`src/rtl/seg7_scan_ctrl.sv`:
```
// -----------------------------------------------------------------------------
// seg7_scan_ctrl
//
// Time-multiplexed scan controller for an N-digit common-anode 7-segment
// display. One 4-bit code per digit slot is presented to a shared hex-to-
// segment decoder together with the matching active-low anode enable. Each
// slot opens with a blanking gap (all anodes off) to suppress ghosting.
// New display values arrive through a valid/ready write port. They are held
// in a pending buffer and copied into the displayed shadow register only at
// a frame boundary, or immediately while the scan is disabled, so a frame
// never shows a mix of old and new digits.
//
// Parameters:
//   NUM_DIGITS    digits per frame (1..8), digit 0 least significant
//   SLOT_CYCLES   clock cycles per digit slot (>= 2)
//   BLANK_CYCLES  blank cycles at the start of each slot (1..SLOT_CYCLES-1)
//
// Ports:
//   iCLK       system clock
//   iRST_N     synchronous active-low reset
//   iEN        scan enable; low keeps the display dark and the scan at start
//   iWR_VALID  write request
//   iWR_DATA   nibble k = code for digit k (4'hF = digit off)
//   oWR_READY  pending buffer empty, a write can be accepted
//   oDIG_CODE  code to the shared decoder; 4'hF whenever no digit is driven
//   oANODE_N   active-low digit enables, at most one bit low
//   oFRAME     one-cycle pulse after each frame boundary
//
// Build option:
//   SEG7_LZB_EN  leading-zero blanking. Digits above the most significant
//                non-zero nibble show 4'hF (anode still driven); digit 0
//                always shows its code.
// -----------------------------------------------------------------------------
module seg7_scan_ctrl #(
   parameter int NUM_DIGITS   = 4,
   parameter int SLOT_CYCLES  = 50000,
   parameter int BLANK_CYCLES = 500
) (
   input  logic                    iCLK,
   input  logic                    iRST_N,
   input  logic                    iEN,
   input  logic                    iWR_VALID,
   input  logic [4*NUM_DIGITS-1:0] iWR_DATA,
   output logic                    oWR_READY,
   output logic [3:0]              oDIG_CODE,
   output logic [NUM_DIGITS-1:0]   oANODE_N,
   output logic                    oFRAME
);

   localparam int CNT_W = (SLOT_CYCLES > 1) ? $clog2(SLOT_CYCLES) : 1;
   localparam int IDX_W = (NUM_DIGITS > 1) ? $clog2(NUM_DIGITS) : 1;

   localparam logic [CNT_W-1:0] SLOT_LAST  = CNT_W'(SLOT_CYCLES - 1);
   localparam logic [CNT_W-1:0] BLANK_LAST = CNT_W'(BLANK_CYCLES - 1);
   localparam logic [IDX_W-1:0] IDX_LAST   = IDX_W'(NUM_DIGITS - 1);
   localparam logic [3:0]       CODE_OFF   = 4'hF;

   typedef enum logic {
      ST_BLANK,
      ST_DRIVE
   } scanStateT;

   scanStateT                  state;
   logic [CNT_W-1:0]           slotCnt;
   logic [IDX_W-1:0]           digIdx;
   logic [NUM_DIGITS-1:0][3:0] shadow;    // codes currently displayed
   logic [NUM_DIGITS-1:0][3:0] pending;   // next frame's codes
   logic                       pendFull;

   logic                       blankEnd;
   logic                       slotEnd;
   logic                       frameEnd;
   logic                       writeNow;
   logic                       copyNow;
   logic [NUM_DIGITS-1:0]      driveAnode;
   logic [3:0]                 driveCode;

   assign blankEnd = (state == ST_BLANK) && (slotCnt == BLANK_LAST);
   assign slotEnd  = (state == ST_DRIVE) && (slotCnt == SLOT_LAST);
   assign frameEnd = slotEnd && (digIdx == IDX_LAST);
   assign writeNow = iWR_VALID && oWR_READY;
   // A disabled display has nothing to tear, so pending data is applied at once.
   assign copyNow  = pendFull && (!iEN || frameEnd);

   // NOTE: every always_comb output gets a default before any conditional
   // assignment so no path leaves it unassigned and no latch is inferred.
   always_comb begin
      driveAnode         = '1;
      driveAnode[digIdx] = 1'b0;
   end

`ifdef SEG7_LZB_EN
   // lzBlank[k] is set when nibbles k..NUM_DIGITS-1 are all zero; digit 0
   // is never blanked so a zero value still shows a single 0.
   logic [NUM_DIGITS-1:0] lzBlank;

   always_comb begin
      logic zeroAbove;
      zeroAbove = 1'b1;
      lzBlank   = '0;
      for (int k = NUM_DIGITS - 1; k >= 1; k--) begin
         zeroAbove  = zeroAbove && (shadow[k] == 4'h0);
         lzBlank[k] = zeroAbove;
      end
   end

   assign driveCode = lzBlank[digIdx] ? CODE_OFF : shadow[digIdx];
`else
   assign driveCode = shadow[digIdx];
`endif

   // NOTE: sequential state uses non-blocking assignments only, so every
   // register samples pre-edge values regardless of statement order.
   always_ff @(posedge iCLK) begin
      if (!iRST_N) begin
         state     <= ST_BLANK;
         slotCnt   <= '0;
         digIdx    <= '0;
         oANODE_N  <= '1;
         oDIG_CODE <= CODE_OFF;
         oFRAME    <= 1'b0;
         oWR_READY <= 1'b1;
         // NOTE: the shadow and pending buffers are reset explicitly because
         // a reset must leave the display dark rather than showing stale codes.
         shadow    <= {NUM_DIGITS{CODE_OFF}};
         pending   <= {NUM_DIGITS{CODE_OFF}};
         pendFull  <= 1'b0;
      end else begin
         // Write port. A copy needs a full buffer and a write needs an empty
         // one, so the two never coincide; a write taken in the boundary
         // cycle therefore waits for the following boundary.
         if (copyNow) begin
            shadow    <= pending;
            pendFull  <= 1'b0;
            oWR_READY <= 1'b1;
         end else if (writeNow) begin
            pending   <= iWR_DATA;
            pendFull  <= 1'b1;
            oWR_READY <= 1'b0;
         end

         // Scan sequencer; outputs are registered from the next state.
         if (!iEN) begin
            state     <= ST_BLANK;
            slotCnt   <= '0;
            digIdx    <= '0;
            oFRAME    <= 1'b0;
            oANODE_N  <= '1;
            oDIG_CODE <= CODE_OFF;
         end else begin
            slotCnt <= (slotCnt == SLOT_LAST) ? '0 : slotCnt + 1'b1;
            oFRAME  <= frameEnd;
            if (slotEnd) begin
               state     <= ST_BLANK;
               digIdx    <= (digIdx == IDX_LAST) ? '0 : digIdx + 1'b1;
               oANODE_N  <= '1;
               oDIG_CODE <= CODE_OFF;
            end else if (blankEnd || (state == ST_DRIVE)) begin
               state     <= ST_DRIVE;
               oANODE_N  <= driveAnode;
               oDIG_CODE <= driveCode;
            end else begin
               oANODE_N  <= '1;
               oDIG_CODE <= CODE_OFF;
            end
         end
      end
   end

`ifndef SYNTHESIS
   localparam bit PARAMS_OK = (NUM_DIGITS >= 1) && (NUM_DIGITS <= 8) &&
                              (SLOT_CYCLES >= 2) && (BLANK_CYCLES >= 1) &&
                              (BLANK_CYCLES <= SLOT_CYCLES - 1);

   always_ff @(posedge iCLK) begin
      assert (PARAMS_OK)
         else $error("seg7_scan_ctrl: illegal NUM_DIGITS/SLOT_CYCLES/BLANK_CYCLES");
   end
`endif

endmodule

```
`config.mk`:
```
export PLATFORM = sky130hd
export DESIGN_NAME = seg7_scan_ctrl
export DESIGN_NICKNAME = d
export VERILOG_FILES = /design/src/rtl/seg7_scan_ctrl.sv
export SDC_FILE = /design/constraint.sdc
export NUM_CORES = 1
export LEC_CHECK = 0
export ABC_CLOCK_PERIOD_IN_PS = 3200
export CAP_MARGIN = 20
export CORE_ASPECT_RATIO = 2
export CORE_MARGIN = 2
export CORE_UTILIZATION = 55
export CTS_BUF_LIST = sky130_fd_sc_hd__clkbuf_16
export DETAILED_ROUTE_END_ITERATION = 8
export DONT_BUFFER_PORTS = 1
export PLACE_DENSITY_LB_ADDON = 0.3
export SLEW_MARGIN = 10
export SYNTH_ARGS = -nofsm -noshare
export SYNTH_HDL_FRONTEND = slang
export SYNTH_SLANG_ARGS = --single-unit
```
`constraint.sdc`:
```
create_clock -name iCLK -period 3.2 [get_ports iCLK]
set_clock_uncertainty 0.05 [all_clocks]
set_input_delay 0.96 -clock iCLK [delete_from_list [all_inputs] [get_ports iCLK]]
set_output_delay 0.96 -clock iCLK [all_outputs]
set_load 0.01 [all_outputs]
```
==> results of run 1 <==
-- worst min path at each step --
stage | to | cells after the start
global placement | slotCnt[0] | 1
finish | slotCnt[0] | 1
detailed placement | slotCnt[0] | 1
CTS | slotCnt[0] | 1
floorplan | slotCnt[0] | 1
global route | slotCnt[0] | 1
-- logic make-up after synthesis --
family,Yosys count
adders and majority gates,5
DFF,62
muxes,38
buffers and inverters,22
and+or+nand+nor,115
AOI/OAI and AO/OA,5
xor gates and xnor gates,14
-- registers in the layout, summed over array words and instances (netlist names) --
signal     cells
pending       16
shadow        16
slotCnt       16
oANODE_N       4
oDIG_CODE      4
digIdx         2
oFRAME         1
oWR_READY      1
pendFull       1
state          1
-- power groups by stage --
stage                     registers, uW  clock network [uW]  logic [uW]
after floorplan                     817                   0        72.3
after global placement              819                   0        73.6
after detailed placement            820                   0        75.3
after CTS                           804                1000        75.2
after global routing                805                1040        81.8
final                               804                 987        73.8
-- stage by stage --
| step | hold slack [ns] | instances | instance area (um2) |
|---|---|---|---|
| finish | 0.412 | 321 | 3000 |
| global route | 0.447 | 321 | 3000 |
| CTS | 0.415 | 321 | 3000 |
| detailed placement | 0.403 | 305 | 2690 |
| global placement | 0.390 | 305 | 2690 |
| floorplan | 0.380 | 261 | 2670 |
-- worst max-delay path, delay by kind of cell (launching register included) --
kind	cells	cell delay [ns]
DFF	1	0.35
and+or+nand+nor	2	1.12
AOI/OAI and AO/OA	1	0.38
muxes	1	0.20
-- layout make-up --
cell class	instances	share of cell area
Multi-Input combinational cell	177	0.446
Clock inverter	7	0.0267
Sequential cell	62	0.414
Inverter	10	0.0125
Clock buffer	9	0.0752
Tap cell	55	0.0230
Timing Repair Buffer	1	0.00251
-- cells in the mapped netlist --
cell,number
nand2b_1,1
inv_1,10
and4_1,1
and2_1,1
or4b_4,1
a31o_2,2
a21oi_1,1
or4_1,1
or4_4,1
a311oi_4,1
nor2_1,24
nor2b_1,49
mux2i_1,34
xor2_1,2
a31oi_1,1
mux4_2,4
nor4_4,1
dfxtp_1,62
xnor2_1,12
nor3_1,4
buf_6,2
ha_1,5
nor4_1,5
and3_1,1
clkbuf_1,9
nand3_1,15
and3b_1,1
nand4_1,5
nand2_1,4
buf_4,1
-- layer usage --
metal	share of wire	vias to the layer above	GRT usage	routed length, um
li1	-	884	-	-
met1	0.41	810	0.211	1880
met2	0.52	34	0.342	2420
met3	0.038	12	0.0551	176
met4	0.033	0	0.136	154
met5	0	-	0	0
==> reports/results.tsv, run 1 <==
metric	value	unit
Final Cycle Share	0.710	
Tot Pwr	1860	uW
Core Area	4640	um2
Worst setup EP type	flip-flop	
post-route ant nets	0	
final core utilization	0.646	
Synth Area in Compound Gates	0.0206	
syn_nets	286	
register area	1240	um2
worst-path cell chain	or4_4 > nor4_4 > a311oi_4 > mux2i_1	
HP Start	slotCnt[0]	
Worst Tran Pin Value	1.11	ns
Req. time, crit path	3.32	ns
die span in y	103	um
Clk pwr share	0.529	
reg2reg path depth	4	
leakage	0.00115	uW
vias post-DR	1740	
number of I/O port buffers	0	
Setup crit start	slotCnt[10]	
outcome	completed	
Synth Register Bits	62	
Max Fclk	440	MHz
Worst R2R End	pending[6]	
final net count	286	
Final setup viols	0	
Slew Limit Fails	0	
share of layout cells above drive strength 1	0.0902	
Switch Pwr	363	uW
CTS clk-pin slew, worst paths	0.05	ns
Synth top area share	0.464	
RSZ-0062 raised after global routing	no	
CTS tree	built	
vias in the first global route	1733	
Slowest cell on crit path	or4_4	
hold-fix buffers at CTS	0	
largest family of logic cells by synthesized area	simple AND/OR/NAND/NOR gates	
drt initial violations	19	
worst rel slew slack	0.261	
final hold vios	0	
maximum number of pins on one net before global-route repair	53	
global-route wire length before repair	7880	um
fillcell total	399	
post-synthesis cell type count	30	
number of buffers created by CTS	9	
R2R Path Start	slotCnt[10]	
Sink Count	62	
area grow syn2layout	12.1	%
post-synthesis xor/xnor area fraction	0.0459	
Max IR drop VDD	0.416	mV
Post-CTS Resized	0	
ANT cells	0	
Avg Vias per Cell	5.42	
Seq/Total Area, Yosys	0.464	
total die area	5470	um2
most common cell after layout, fill and taps aside	dfxtp_1	
initial core utilization	0.576	
Power Density	622	nW/um2
combinational cell fraction of total power	0.040	
clock tree buffer depth	2	
CTS root buf	clkbuf_16	
dpl ws	0.797	ns
simple-gate share of the synthesized area	0.247	
postcts setup bufs	0	
Reg power frac	0.431	
crit path launch type	flip-flop	
Post-Syn Area	2670	um2
crit path capture	pending[6]	
Hold WC Path Type	flip-flop to flip-flop	
multi-input logic area	1340	um2
mux contribution to synthesized area	0.161	
P_int	1500	uW
grt ovf	0	
synth top area cells	dfxtp_1, mux2i_1, nor2b_1	
Detailed Place HPWL	3210	um
Placer Congestion	0.766	
Max Cap Violations	0	
CP Class	flip-flop to flip-flop	
initial antenna violation count	0	
WL/cell	14.4	um
H-Tree Depth	3	
fin crit period	2.27	ns
clock network latency to the later pin of the worst-skew pair	0.33	ns
Sw Share	0.195	
Die W	53.3	um
crit path DAT	2.39	ns
critical path's largest stage delay	0.57	ns
Syn Inst Count	261	
Post-route DRC	0	
commonest non-fill, non-tap cells in the layout	dfxtp_1, nor2b_1, mux2i_1, nor2_1, nand3_1	
Setup WS post-layout	0.928	ns
GRT Util Overall	0.203	
final wirelength	4630	um
setup slack, reg-to-reg	0.93	ns
sum of negative setup slack	0	ns
FP Rows	35	
critical-path maximum fanout	16	
Avg Inst Size Synth	10.2	um2
Top Ports	30	
post-synthesis adder-cell area fraction	0.0234	
Ys Warns	0	
area leader, netlist	dfxtp_1	
Pre-Repair DR Iteration Count	4	
Power figures use the tool's default switching activity.
==> run 2, diff against run 1 <==
--- a/config.mk
+++ b/config.mk
@@ -5,7 +5,7 @@
 export SDC_FILE = /design/constraint.sdc
 export NUM_CORES = 1
 export LEC_CHECK = 0
-export ABC_CLOCK_PERIOD_IN_PS = 3200
+export ABC_CLOCK_PERIOD_IN_PS = 2100
 export CAP_MARGIN = 20
 export CORE_ASPECT_RATIO = 2
 export CORE_MARGIN = 2
==> constraint.sdc (replaced) <==
create_clock -name iCLK -period 2.1 [get_ports iCLK]
set_clock_uncertainty 0.05 [all_clocks]
set_input_delay 0.63 -clock iCLK [delete_from_list [all_inputs] [get_ports iCLK]]
set_output_delay 0.63 -clock iCLK [all_outputs]
set_load 0.01 [all_outputs]
==> run 2 against run 1 <==
  * Cell count grew 6.5%
  * Maximum frequency grew 14%
  * Global-route usage grew 1.4 points
  * Routed wire length grew 9.6%
  * Setup slack lost 0.82 ns
==> reports/results.tsv, run 2 (synthesis results as in run 1) <==
metric	value	unit
outcome	completed	
sum of negative setup slack	0	ns
Hold WC Path Type	primary input to flip-flop	
drt initial violations	42	
CTS root buf	clkbuf_16	
hold path cells	1	
ANT cells	0	
total die area	5470	um2
Max IR drop VDD	0.679	mV
clock tree buffer depth	2	
dpl ws	-0.0189	ns
critical-path maximum fanout	16	
Final setup viols	0	
Core Area	4640	um2
Placer Congestion	0.797	
number of buffers created by CTS	9	
Setup WS post-layout	0.106	ns
die span in y	103	um
initial antenna violation count	0	
commonest non-fill, non-tap cells in the layout	dfxtp_1, nor2b_1, mux2i_1, nor2_1, buf_4	
vias in the first global route	1883	
biggest regs	pending: 16 flops, shadow: 16 flops, slotCnt: 16 flops	
Worst setup EP type	flip-flop	
leakage	0.00126	uW
Pre-Repair DR Iteration Count	4	
Detailed Place HPWL	3700	um
final wirelength	5080	um
Avg Vias per Cell	5.37	
post-route ant nets	0	
CP Class	flip-flop to flip-flop	
maximum number of pins on one net before global-route repair	53	
Worst Tran Pin Value	0.572	ns
initial core utilization	0.576	
reg2reg path depth	6	
final net count	308	
CTS tree	built	
R2R Path Start	slotCnt[10]	
H-Tree Depth	3	
Max Cap Violations	0	
crit path launch type	flip-flop	
Slew Limit Fails	0	
area grow syn2layout	17.1	%
RSZ-0062 raised after global routing	no	
Req. time, crit path	2.25	ns
hold endpoint	oWR_READY	
WL/cell	14.8	um
most common cell after layout, fill and taps aside	dfxtp_1	
vias post-DR	1837	
Post-DP Area	2850	um2
fin crit period	1.99	ns
FP Rows	35	
Worst R2R End	shadow[5]	
share of layout cells above drive strength 1	0.153	
Design Area, Final	3130	um2
final hold vios	0	
clock network latency to the later pin of the worst-skew pair	0.32	ns
CTS clk-pin slew, worst paths	0.05	ns
Post-route DRC	0	
Top Ports	30	
setup slack, reg-to-reg	0.11	ns
Max Fclk	501	MHz
HP Start	iRST_N	
Power Density	821	nW/um2
global-route wire length before repair	8400	um
GRT Util Overall	0.217	
crit path DAT	2.14	ns
Final Cycle Share	0.950	
Sink Count	62	
Die W	53.3	um
grt ovf	0	
number of I/O port buffers	0	
worst rel slew slack	0.617	
hold-fix buffers at CTS	0	
## run 2: cell count changes in the layout (fill, tap and decap cells not counted), sizes merged
| cell | change |
|---|---|
| clkinv | -1 |
| inv | +2 |
| bufinv | -2 |
| buf | +22 |
## run 2: how the worst max path moves through the flow
stage,startpoint,to,depth (start not counted)
3_5_place_dp,slotCnt[10],shadow[5],6
6_report,slotCnt[10],shadow[5],6
2_1_floorplan,slotCnt[10],shadow[0],6
3_3_place_gp,slotCnt[10],shadow[2],6
4_1_cts,slotCnt[7],shadow[5],6
5_1_grt,slotCnt[10],shadow[15],6
## run 2: power breakdown
| part | internal [uW] | total (uW) | switching [uW] |
|---|---|---|---|
| Clock | 764 | 1220 | 454 |
| Sequential | 1210 | 1230 | 14.9 |
| Combinational | 68.3 | 124 | 56.1 |
## run 2: layout make-up
cell class,count,area (um2)
clock inverter,6,23.8
inverter,10,37.5
multi-input combinational,177,1340
tap,55,68.8
timing repair buffer,23,198
fill,378,1510
sequential,62,1240
clock buffer,9,225
## run 2: critical path: stages (launching register included)
cell	delay [ns]
dfxtp_1	0.32
or4_4	0.57
nor4_4	0.31
buf_4	0.16
a31oi_2	0.14
buf_12	0.20
mux2i_1	0.13
## run 2: metal layers
metal	track usage	vias up	wire (um)
met3	0.0551	9	182
met4	0.101	0	98
met5	0	-	0
li1	-	927	-
met2	0.406	33	2920
met1	0.209	868	1870
## run 2: what timing repair did
| action | CTS | global route |
|---|---|---|
| hold endpoints to repair | 0 | 0 |
| cloned | 0 | 0 |
| setup buffers | 1 | 2 |
| pin swaps | 1 | 2 |
| resized for setup | 0 | 0 |
| setup endpoints to repair | 16 | 33 |
## run 2: through the flow
| stage | power (uW) | hold slack [ns] | instances | util |
|---|---|---|---|---|
| floorplan | 1360 | 0.380 | 261 | - |
| global placement | 1370 | 0.423 | 324 | 0.613 |
| detailed placement | 1370 | 0.435 | 324 | 0.613 |
| CTS | 2590 | 0.335 | 340 | 0.668 |
| global route | 2670 | 0.333 | 342 | 0.674 |
| finish | 2570 | 0.344 | 342 | 0.674 |
==> run 3, diff against run 2 <==
--- a/config.mk
+++ b/config.mk
@@ -14,6 +14,7 @@
 export DETAILED_ROUTE_END_ITERATION = 8
 export DONT_BUFFER_PORTS = 1
 export PLACE_DENSITY_LB_ADDON = 0.3
+export REMOVE_ABC_BUFFERS = 1
 export SLEW_MARGIN = 10
 export SYNTH_ARGS = -nofsm -noshare
 export SYNTH_HDL_FRONTEND = slang
==> run 3 against run 2 <==
  * Total power increased by 0.88%
  * Clock power is essentially flat
  * Sequential share of layout area decreased by 0.078 points
  * Combinational power increased by 9.7%
  * Cell area grew 0.40%
  * Critical endpoint is now shadow[2]
  * First-iteration DRC count grew 43%
  * Highest routed layer unchanged
  * Cell count down 0.88%
  * Sequential cell count unchanged
  * Utilization grew 0.27 points
  * Critical path type unchanged
  * Clock-buffer cell count unchanged
==> reports/results.tsv, run 3 (synthesis results as in run 1) <==
metric	value	unit
outcome	completed	
ANT cells	0	
hold-fix buffers at CTS	0	
Hold WC Path Type	primary input to flip-flop	
R2R Path Start	slotCnt[10]	
CTS root buf	clkbuf_16	
register area	1240	um2
Top Ports	30	
vias post-DR	1889	
Max Cap Violations	0	
Die W	53.3	um
HP Start	iRST_N	
Worst Tran Pin Value	0.540	ns
Slowest cell on crit path	or4_4	
grt ovf	0	
vias in the first global route	1977	
leakage	0.00125	uW
multi-input logic area	1350	um2
clock tree buffer depth	2	
Max IR drop VDD	0.816	mV
Final Cycle Share	0.960	
Avg Vias per Cell	5.57	
crit path DAT	2.20	ns
critical path's largest stage delay	0.55	ns
WL/cell	16.0	um
biggest regs	pending: 16 flops, shadow: 16 flops, slotCnt: 16 flops	
number of I/O port buffers	0	
Max Fclk	496	MHz
Final setup viols	0	
die span in y	103	um
crit path launch type	flip-flop	
RSZ-0062 raised after global routing	no	
Req. time, crit path	2.29	ns
hold path cells	1	
fillcell total	362	
maximum number of pins on one net before global-route repair	53	
initial antenna violation count	0	
GRT Util Overall	0.232	
share of layout cells above drive strength 1	0.155	
Power Density	824	nW/um2
clock network latency to the later pin of the worst-skew pair	0.32	ns
Post-route DRC	0	
initial core utilization	0.576	
hold endpoint	oWR_READY	
Placer Congestion	0.867	
worst-path cell chain	or4_4 > nor4_4 > buf_4 > a31oi_4 > buf_12 > mux2i_1	
final net count	306	
final hold vios	0	
commonest non-fill, non-tap cells in the layout	dfxtp_1, nor2b_1, mux2i_1, nor2_1, buf_4	
total die area	5470	um2
final core utilization	0.677	
Detailed Place HPWL	3470	um
reg2reg path depth	6	
most common cell after layout, fill and taps aside	dfxtp_1	
global-route wire length before repair	8990	um
Slew Limit Fails	0	
worst rel slew slack	0.638	
critical-path maximum fanout	8	
setup slack, reg-to-reg	0.08	ns
CTS clk-pin slew, worst paths	0.05	ns
hold slack	0.360	ns
CP Class	flip-flop to flip-flop	
H-Tree Depth	3	
Core Area	4640	um2
Sink Count	62	
final wirelength	5420	um
area grow syn2layout	17.6	%
fin crit period	2.02	ns
post-route ant nets	0	
FP Rows	35	
Worst setup EP type	flip-flop	
Pre-Repair DR Iteration Count	4	
CTS tree	built	
number of buffers created by CTS	9	
Worst R2R End	shadow[2]	
drt initial violations	60	
==> run 3: worst max-delay path: cells and delay by family, from the launching register on <==
kind	cells	cell delay, ns
buf+inv	2	0.37
flops	1	0.32
simple gates	2	0.86
compound gates	1	0.14
mux	1	0.18
==> run 3: how the worst max path moves through the flow <==
| stage | slack, ns | to | startpoint |
|---|---|---|---|
| finish | 0.08 | shadow[2] | slotCnt[10] |
| global route | 0.01 | shadow[2] | slotCnt[7] |
| CTS | -0.03 | shadow[2] | slotCnt[5] |
| detailed placement | -0.06 | shadow[3] | slotCnt[15] |
| global placement | -0.04 | shadow[6] | slotCnt[15] |
| floorplan | -0.47 | pendFull | slotCnt[10] |
==> run 3: power by group <==
| part | switching [uW] | internal, uW |
|---|---|---|
| logic | 60.2 | 75.4 |
| registers | 15.1 | 1210 |
| clock network | 467 | 763 |
==> run 3: through the flow <==
| step | setup TNS [ns] | power, uW | setup slack (ns) | cells | area, um2 |
|---|---|---|---|---|---|
| after CTS | -0.0418 | 2610 | -0.0265 | 338 | 3140 |
| after detailed placement | -0.747 | 1370 | -0.0600 | 320 | 2820 |
| after floorplan | -7.41 | 1340 | -0.472 | 249 | 2610 |
| after global routing | 0 | 2680 | 0.0142 | 339 | 3140 |
| final | 0 | 2590 | 0.0839 | 339 | 3140 |
| after global placement | -0.491 | 1370 | -0.0352 | 320 | 2820 |
==> run 3: what timing repair did <==
item,in CTS,in global routing
gates cloned,1,0
hold endpoints to repair,0,0
setup buffers,3,1
resized for setup,4,0
endpoints found under the setup margin,32,20
pin swaps,4,1
==> run 3: layout make-up <==
cell class	count	share of cell area
repair buffers	21	0.0645
clock inverters	5	0.00637
well taps	55	0.0219
inverters	10	0.0119
clock buffers	9	0.0717
flip-flops and latches	62	0.396
multi-input cells	177	0.428
==> run 3: metal layers <==
metal / global-route usage / part of all wire / vias to the layer above
met5: 0 / 0 / -
li1: - / - / 920
met3: 0.0696 / 0.036 / 20
met2: 0.413 / 0.58 / 53
met4: 0.120 / 0.033 / 0
met1: 0.231 / 0.35 / 896
==> patch 1, RTL diff (flow settings as in run 3) <==
Put one more register stage on the output `oANODE_N`, with the module's reset. The value now appears one clock later. The other outputs are not delayed to match.
--- a/src/rtl/seg7_scan_ctrl.sv
+++ b/src/rtl/seg7_scan_ctrl.sv
@@ -60,6 +60,8 @@
       ST_DRIVE
    } scanStateT;
 
+   logic [NUM_DIGITS-1:0] oANODE_N_s0;
+
    scanStateT                  state;
    logic [CNT_W-1:0]           slotCnt;
    logic [IDX_W-1:0]           digIdx;
@@ -116,7 +118,7 @@
          state     <= ST_BLANK;
          slotCnt   <= '0;
          digIdx    <= '0;
-         oANODE_N  <= '1;
+         oANODE_N_s0 <= '1;
          oDIG_CODE <= CODE_OFF;
          oFRAME    <= 1'b0;
          oWR_READY <= 1'b1;
@@ -145,7 +147,7 @@
             slotCnt   <= '0;
             digIdx    <= '0;
             oFRAME    <= 1'b0;
-            oANODE_N  <= '1;
+            oANODE_N_s0 <= '1;
             oDIG_CODE <= CODE_OFF;
          end else begin
             slotCnt <= (slotCnt == SLOT_LAST) ? '0 : slotCnt + 1'b1;
@@ -153,14 +155,14 @@
             if (slotEnd) begin
                state     <= ST_BLANK;
                digIdx    <= (digIdx == IDX_LAST) ? '0 : digIdx + 1'b1;
-               oANODE_N  <= '1;
+               oANODE_N_s0 <= '1;
                oDIG_CODE <= CODE_OFF;
             end else if (blankEnd || (state == ST_DRIVE)) begin
                state     <= ST_DRIVE;
-               oANODE_N  <= driveAnode;
+               oANODE_N_s0 <= driveAnode;
                oDIG_CODE <= driveCode;
             end else begin
-               oANODE_N  <= '1;
+               oANODE_N_s0 <= '1;
                oDIG_CODE <= CODE_OFF;
             end
          end
@@ -178,5 +180,13 @@
    end
 `endif
 
+   always_ff @(posedge iCLK) begin
+      if (!iRST_N) begin
+         oANODE_N <= '0;
+      end else begin
+         oANODE_N <= oANODE_N_s0;
+      end
+   end
+
 endmodule
 
Check against the original RTL: not equivalent (a bounded check fails within 4 cycles, from zero or initial values and one cycle with iRST_N low).
==> patch 1 against run 3 <==
- global-route usage shrank 2.9 points
- sequential power grew 7%
- core utilization shrank 2.9 points
- maximum frequency grew 0.87%
- clock power grew 3%
- hold slack lost 0.017 ns
- highest routed layer unchanged
- area after synthesis grew 4.1%
- setup slack gained 0.017 ns
- cell count grew 0.59%
- critical path depth shrank 1
- total power grew 4.2%
- sequential cell count grew 4
- largest power group unchanged
- wire length shrank 8.8%
- cell area grew 0.32%
==> patch 1: results (changes against run 3) <==
\begin{tabular}{lr}
\hline
Metric & Value \\
\hline
\multicolumn{2}{l}{\textbf{Clock tree}} \\
\quad Resized cells post-CTS & 0 (was 4) \\
\quad Skew-Pair Late Insertion Delay & 0.32 ns (about the same) \\
\quad Number of setup buffers added after CTS & 0 (was 3) \\
\multicolumn{2}{l}{\textbf{Layout}} \\
\quad Number of nets in the final layout & 304 (was 306) \\
\quad Fill cells & 414 (was 362) \\
\quad Share of post-route cells with drive strength above 1 & 11.6\% (was 15.5\%) \\
\multicolumn{2}{l}{\textbf{Critical path}} \\
\quad Critical path fanouts, max & 16 (was 8) \\
\quad Arrival time of the worst setup path & 2.15 ns (was 2.20 ns) \\
\quad Slowest CP cell & sky130\_fd\_sc\_hd\_\_or4b\_4 (was sky130\_fd\_sc\_hd\_\_or4\_4) \\
\quad Worst stage delay on the critical path & 0.56 ns \\
\multicolumn{2}{l}{\textbf{Detailed routing}} \\
\quad Post-detailed-route wirelength per cell & 14.5 um (was 16.0 um) \\
\quad Drt first-iter violations & 34 (was 60) \\
\quad Via count & 1840 (was 1889) \\
\quad Post-DR vias/cell & 5.40 (was 5.57) \\
\multicolumn{2}{l}{\textbf{Yosys}} \\
\quad Synthesized instance count & 270 (was 261) \\
\quad Proportion of synthesized chip area in sequential cells & 47.5\% (was 46.4\%) \\
\quad Top post-synthesis cells by area & sky130\_fd\_sc\_hd\_\_dfxtp\_1 48\%, sky130\_fd\_sc\_hd\_\_mux2i\_1 12\%, sky130\_fd\_sc\_hd\_\_nor2b\_1 11\% (was sky130\_fd\_sc\_hd\_\_dfxtp\_1 46\%, sky130\_fd\_sc\_hd\_\_mux2i\_1 13\%, sky130\_fd\_sc\_hd\_\_nor2b\_1 11\%) \\
\quad Most numerous cell types in the synthesized netlist & 66 x sky130\_fd\_sc\_hd\_\_dfxtp\_1, 49 x sky130\_fd\_sc\_hd\_\_nor2b\_1, 34 x sky130\_fd\_sc\_hd\_\_mux2i\_1 (was 62 x sky130\_fd\_sc\_hd\_\_dfxtp\_1, 49 x sky130\_fd\_sc\_hd\_\_nor2b\_1, 34 x sky130\_fd\_sc\_hd\_\_mux2i\_1) \\
\multicolumn{2}{l}{\textbf{Power and ir drop}} \\
\quad Cell leakage power & 1.24 nW (was 1.25 nW) \\
\quad Worst IR Drop VDD & 1100 uV (was 816 uV) \\
\multicolumn{2}{l}{\textbf{Run status}} \\
\quad Result of the run & finished, final reports clean (unchanged) \\
\multicolumn{2}{l}{\textbf{Global routing}} \\
\quad Number of global-route vias before repair & 1901 (was 1977) \\
\quad Pin count of the biggest net entering global routing & 57 (was 53) \\
\quad First-pass GRT wire length & 8.38 mm (was 8.99 mm) \\
\quad GRT Total Usage & 20.3\% (was 23.2\%) \\
\multicolumn{2}{l}{\textbf{Placed design}} \\
\quad Post-Place Cells & 325 (was 320) \\
\quad Final weighted congestion of routability-driven global placement & 0.765 (was 0.867) \\
\multicolumn{2}{l}{\textbf{STA}} \\
\quad Worst-margin pin slew & 0.498 ns (was 0.540 ns) \\
\hline
\end{tabular}
[patch 1: cell type report]
cell class	instances	area [sq um]	area share, %
Clock buffer	9	225	7.14
Clock inverter	7	28.8	0.913
Inverter	10	37.5	1.19
Multi-Input combinational cell	181	1360	43.2
Sequential cell	66	1320	41.9
Tap cell	57	71.3	2.26
Timing Repair Buffer	11	108	3.41
[patch 1: kinds of logic after synthesis]
family	share of synthesized area [%]
flip-flops	47.5
XOR/XNOR	4.41
adder cells (fa/ha/maj)	2.25
AND/OR/NAND/NOR	24.6
AO/OA/AOI/OAI	1.98
multiplexers	15.5
buffers and inverters	3.78
[patch 1: worst paths after layout]
check | startpoint | slack [ns] | endpoint | cells past startpoint
worst max-delay path | slotCnt[7] | 0.10 | shadow[15] | 5
worst min-delay path | iRST_N | 0.34 | oWR_READY | 1
worst max register to register | slotCnt[7] | 0.10 | shadow[15] | 5
worst min register to register | oANODE_N_s0[1] | 0.38 | oANODE_N[1] | 1
[patch 1: metrics by stage]
stage	worst slack, ns	cell area (sq um)
3_5_place_dp	0.117	2900
2_1_floorplan	-0.472	2710
4_1_cts	0.0925	3150
6_report	0.101	3150
5_1_grt	0.00725	3150
3_3_place_gp	0.160	2900
[patch 1: metal layers]
metal	part of all wire (%)	vias to the layer above	track usage, %
met1	40	863	21.4
met2	54	34	33.6
met4	3.4	0	11.4
met5	0	-	0
met3	3.0	14	6.14
li1	-	929	-
[patch 1: report_power, final]
| part | total, mW | leakage (nW) | internal, mW | switching [mW] |
|---|---|---|---|---|
| clock | 1.27 | 0.134 | 0.771 | 0.496 |
| combinational | 0.124 | 0.564 | 0.0686 | 0.0552 |
| sequential | 1.31 | 0.538 | 1.29 | 0.0180 |
| total | 2.70 | 1.24 | 2.13 | 0.569 |
==> patch 2, RTL diff (config.mk and constraints of run 3) <==
Made on the original files. `NUM_DIGITS`: 4 -> 8.
--- a/src/rtl/seg7_scan_ctrl.sv
+++ b/src/rtl/seg7_scan_ctrl.sv
@@ -32,7 +32,7 @@
 //                always shows its code.
 // -----------------------------------------------------------------------------
 module seg7_scan_ctrl #(
-   parameter int NUM_DIGITS   = 4,
+   parameter int NUM_DIGITS   = 8,
    parameter int SLOT_CYCLES  = 50000,
    parameter int BLANK_CYCLES = 500
 ) (
Ports: changed (resized iWR_DATA and oANODE_N); port bits go from 30 to 50. No check against the original RTL was run, so the function may have changed too.
==> patch 2 against run 3 <==
- critical path depth did not move
- total power rose by 40%
- area after synthesis rose by 59%
- wire length rose by 40%
- setup slack improved by 0.063 ns
- cell area rose by 47%
- sequential cell count rose by 37
==> patch 2: results (changes against run 3) <==
\begin{tabular}{lr}
\hline
Metric & Value \\
\hline
\multicolumn{2}{l}{\textbf{Run status}} \\
\quad Result of the run & finished, final reports clean (unchanged) \\
\multicolumn{2}{l}{\textbf{Critical path}} \\
\quad Critical path fanouts, max & 16 (was 8) \\
\quad Worst stage delay on the critical path & 0.43 ns (was 0.55 ns) \\
\multicolumn{2}{l}{\textbf{Yosys}} \\
\quad Synthesized instance count & 396 (was 261) \\
\quad Proportion of synthesized chip area in sequential cells & 46.6\% (was 46.4\%) \\
\quad Top post-synthesis cells by area & sky130\_fd\_sc\_hd\_\_dfxtp\_1 47\%, sky130\_fd\_sc\_hd\_\_mux2i\_1 16\%, sky130\_fd\_sc\_hd\_\_nor2b\_1 14\% (was sky130\_fd\_sc\_hd\_\_dfxtp\_1 46\%, sky130\_fd\_sc\_hd\_\_mux2i\_1 13\%, sky130\_fd\_sc\_hd\_\_nor2b\_1 11\%) \\
\quad Portion of netlist area occupied by mux cells & 20.7\% (was 16.1\%) \\
\quad Post-synthesis xor/xnor area fraction & 2.47\% (was 4.59\%) \\
\quad Synthesized-area fraction occupied by adder cells & 0.883\% (was 2.34\%) \\
\quad Most numerous cell types in the synthesized netlist & 99 x sky130\_fd\_sc\_hd\_\_dfxtp\_1, 97 x sky130\_fd\_sc\_hd\_\_nor2b\_1, 70 x sky130\_fd\_sc\_hd\_\_mux2i\_1 (was 62 x sky130\_fd\_sc\_hd\_\_dfxtp\_1, 49 x sky130\_fd\_sc\_hd\_\_nor2b\_1, 34 x sky130\_fd\_sc\_hd\_\_mux2i\_1) \\
\multicolumn{2}{l}{\textbf{Layout}} \\
\quad Post-Layout Cell Count & 488 (was 339) \\
\quad Largest registers & pending: 32 flops, shadow: 32 flops, slotCnt: 16 flops (was pending: 16 flops, shadow: 16 flops, slotCnt: 16 flops) \\
\quad Number of nets in the final layout & 428 (was 306) \\
\quad Fill cells & 655 (was 362) \\
\quad Share of post-route cells with drive strength above 1 & 9.14\% (was 15.5\%) \\
\multicolumn{2}{l}{\textbf{Detailed routing}} \\
\quad Final wirelength & 7.61 mm (was 5.42 mm) \\
\quad Post-DR vias/cell & 5.50 (was 5.57) \\
\multicolumn{2}{l}{\textbf{Global routing}} \\
\quad Number of global-route vias before repair & 2740 (was 1977) \\
\quad GRT Total Usage & 19.5\% (was 23.2\%) \\
\quad Met1 layer usage reported by global route & 22.5\% (was 23.1\%) \\
\quad Pin count of the biggest net entering global routing & 101 (was 53) \\
\quad First-pass GRT wire length & 12.7 mm (was 8.99 mm) \\
\multicolumn{2}{l}{\textbf{Power and ir drop}} \\
\quad Cell leakage power & 1.79 nW (was 1.25 nW) \\
\quad Worst IR Drop VDD & 524 uV (was 816 uV) \\
\multicolumn{2}{l}{\textbf{Clock tree}} \\
\quad Resized cells post-CTS & 0 (was 4) \\
\multicolumn{2}{l}{\textbf{Placed design}} \\
\quad Final weighted congestion of routability-driven global placement & 0.820 (was 0.867) \\
\hline
\end{tabular}
-- patch 2: report_power, final --
| part | switching [mW] | internal, mW | leakage, nW |
|---|---|---|---|
| combinational | 0.100 | 0.127 | 0.854 |
| sequential | 0.0233 | 1.94 | 0.807 |
| clock | 0.656 | 0.785 | 0.131 |
| total | 0.780 | 2.85 | 1.79 |
-- patch 2: metrics by stage --
stage                     worst slack [ns]  TNS (ns)
after CTS                            0.120         0
after detailed placement             0.136         0
after global placement               0.190         0
after floorplan                     -0.728    -31.63
after global routing                0.0214         0
final                                0.147         0
-- patch 2: layout make-up --
class                      instances  area, sq um  share of cell area (%)
clock buffer                       9          225                    4.88
clock inverter                     7         35.0                   0.759
inverter                           2         7.51                   0.163
multi-input combinational        267         2120                    45.9
sequential                        99         1980                    42.9
tap                               94          118                    2.55
timing repair buffer              10          130                    2.82
-- patch 2: logic make-up (layout without fill, tap and decap cells) --
| group | Yosys count | in the layout |
|---|---|---|
| muxes | 78 | 78 |
| adders and majority gates | 3 | 3 |
| and+or+nand+nor | 164 | 164 |
| DFF | 99 | 99 |
| xor gates and xnor gates | 12 | 12 |
| AOI/OAI and AO/OA | 10 | 10 |
| buffers and inverters | 30 | 28 |
-- patch 2: worst paths after layout --
path                from           to  slack (ns)  depth (start not counted)
max          slotCnt[10]  pending[22]        0.15                          6
max reg2reg  slotCnt[10]  pending[22]        0.15                          6
min reg2reg   slotCnt[0]   slotCnt[0]        0.41                          1
min               iRST_N    oWR_READY        0.33                          1
-- patch 2: timing repair --
item                                    CTS  global route
setup buffers                             0             1
endpoints found under the setup margin    0             2
hold endpoints to repair                  0             0
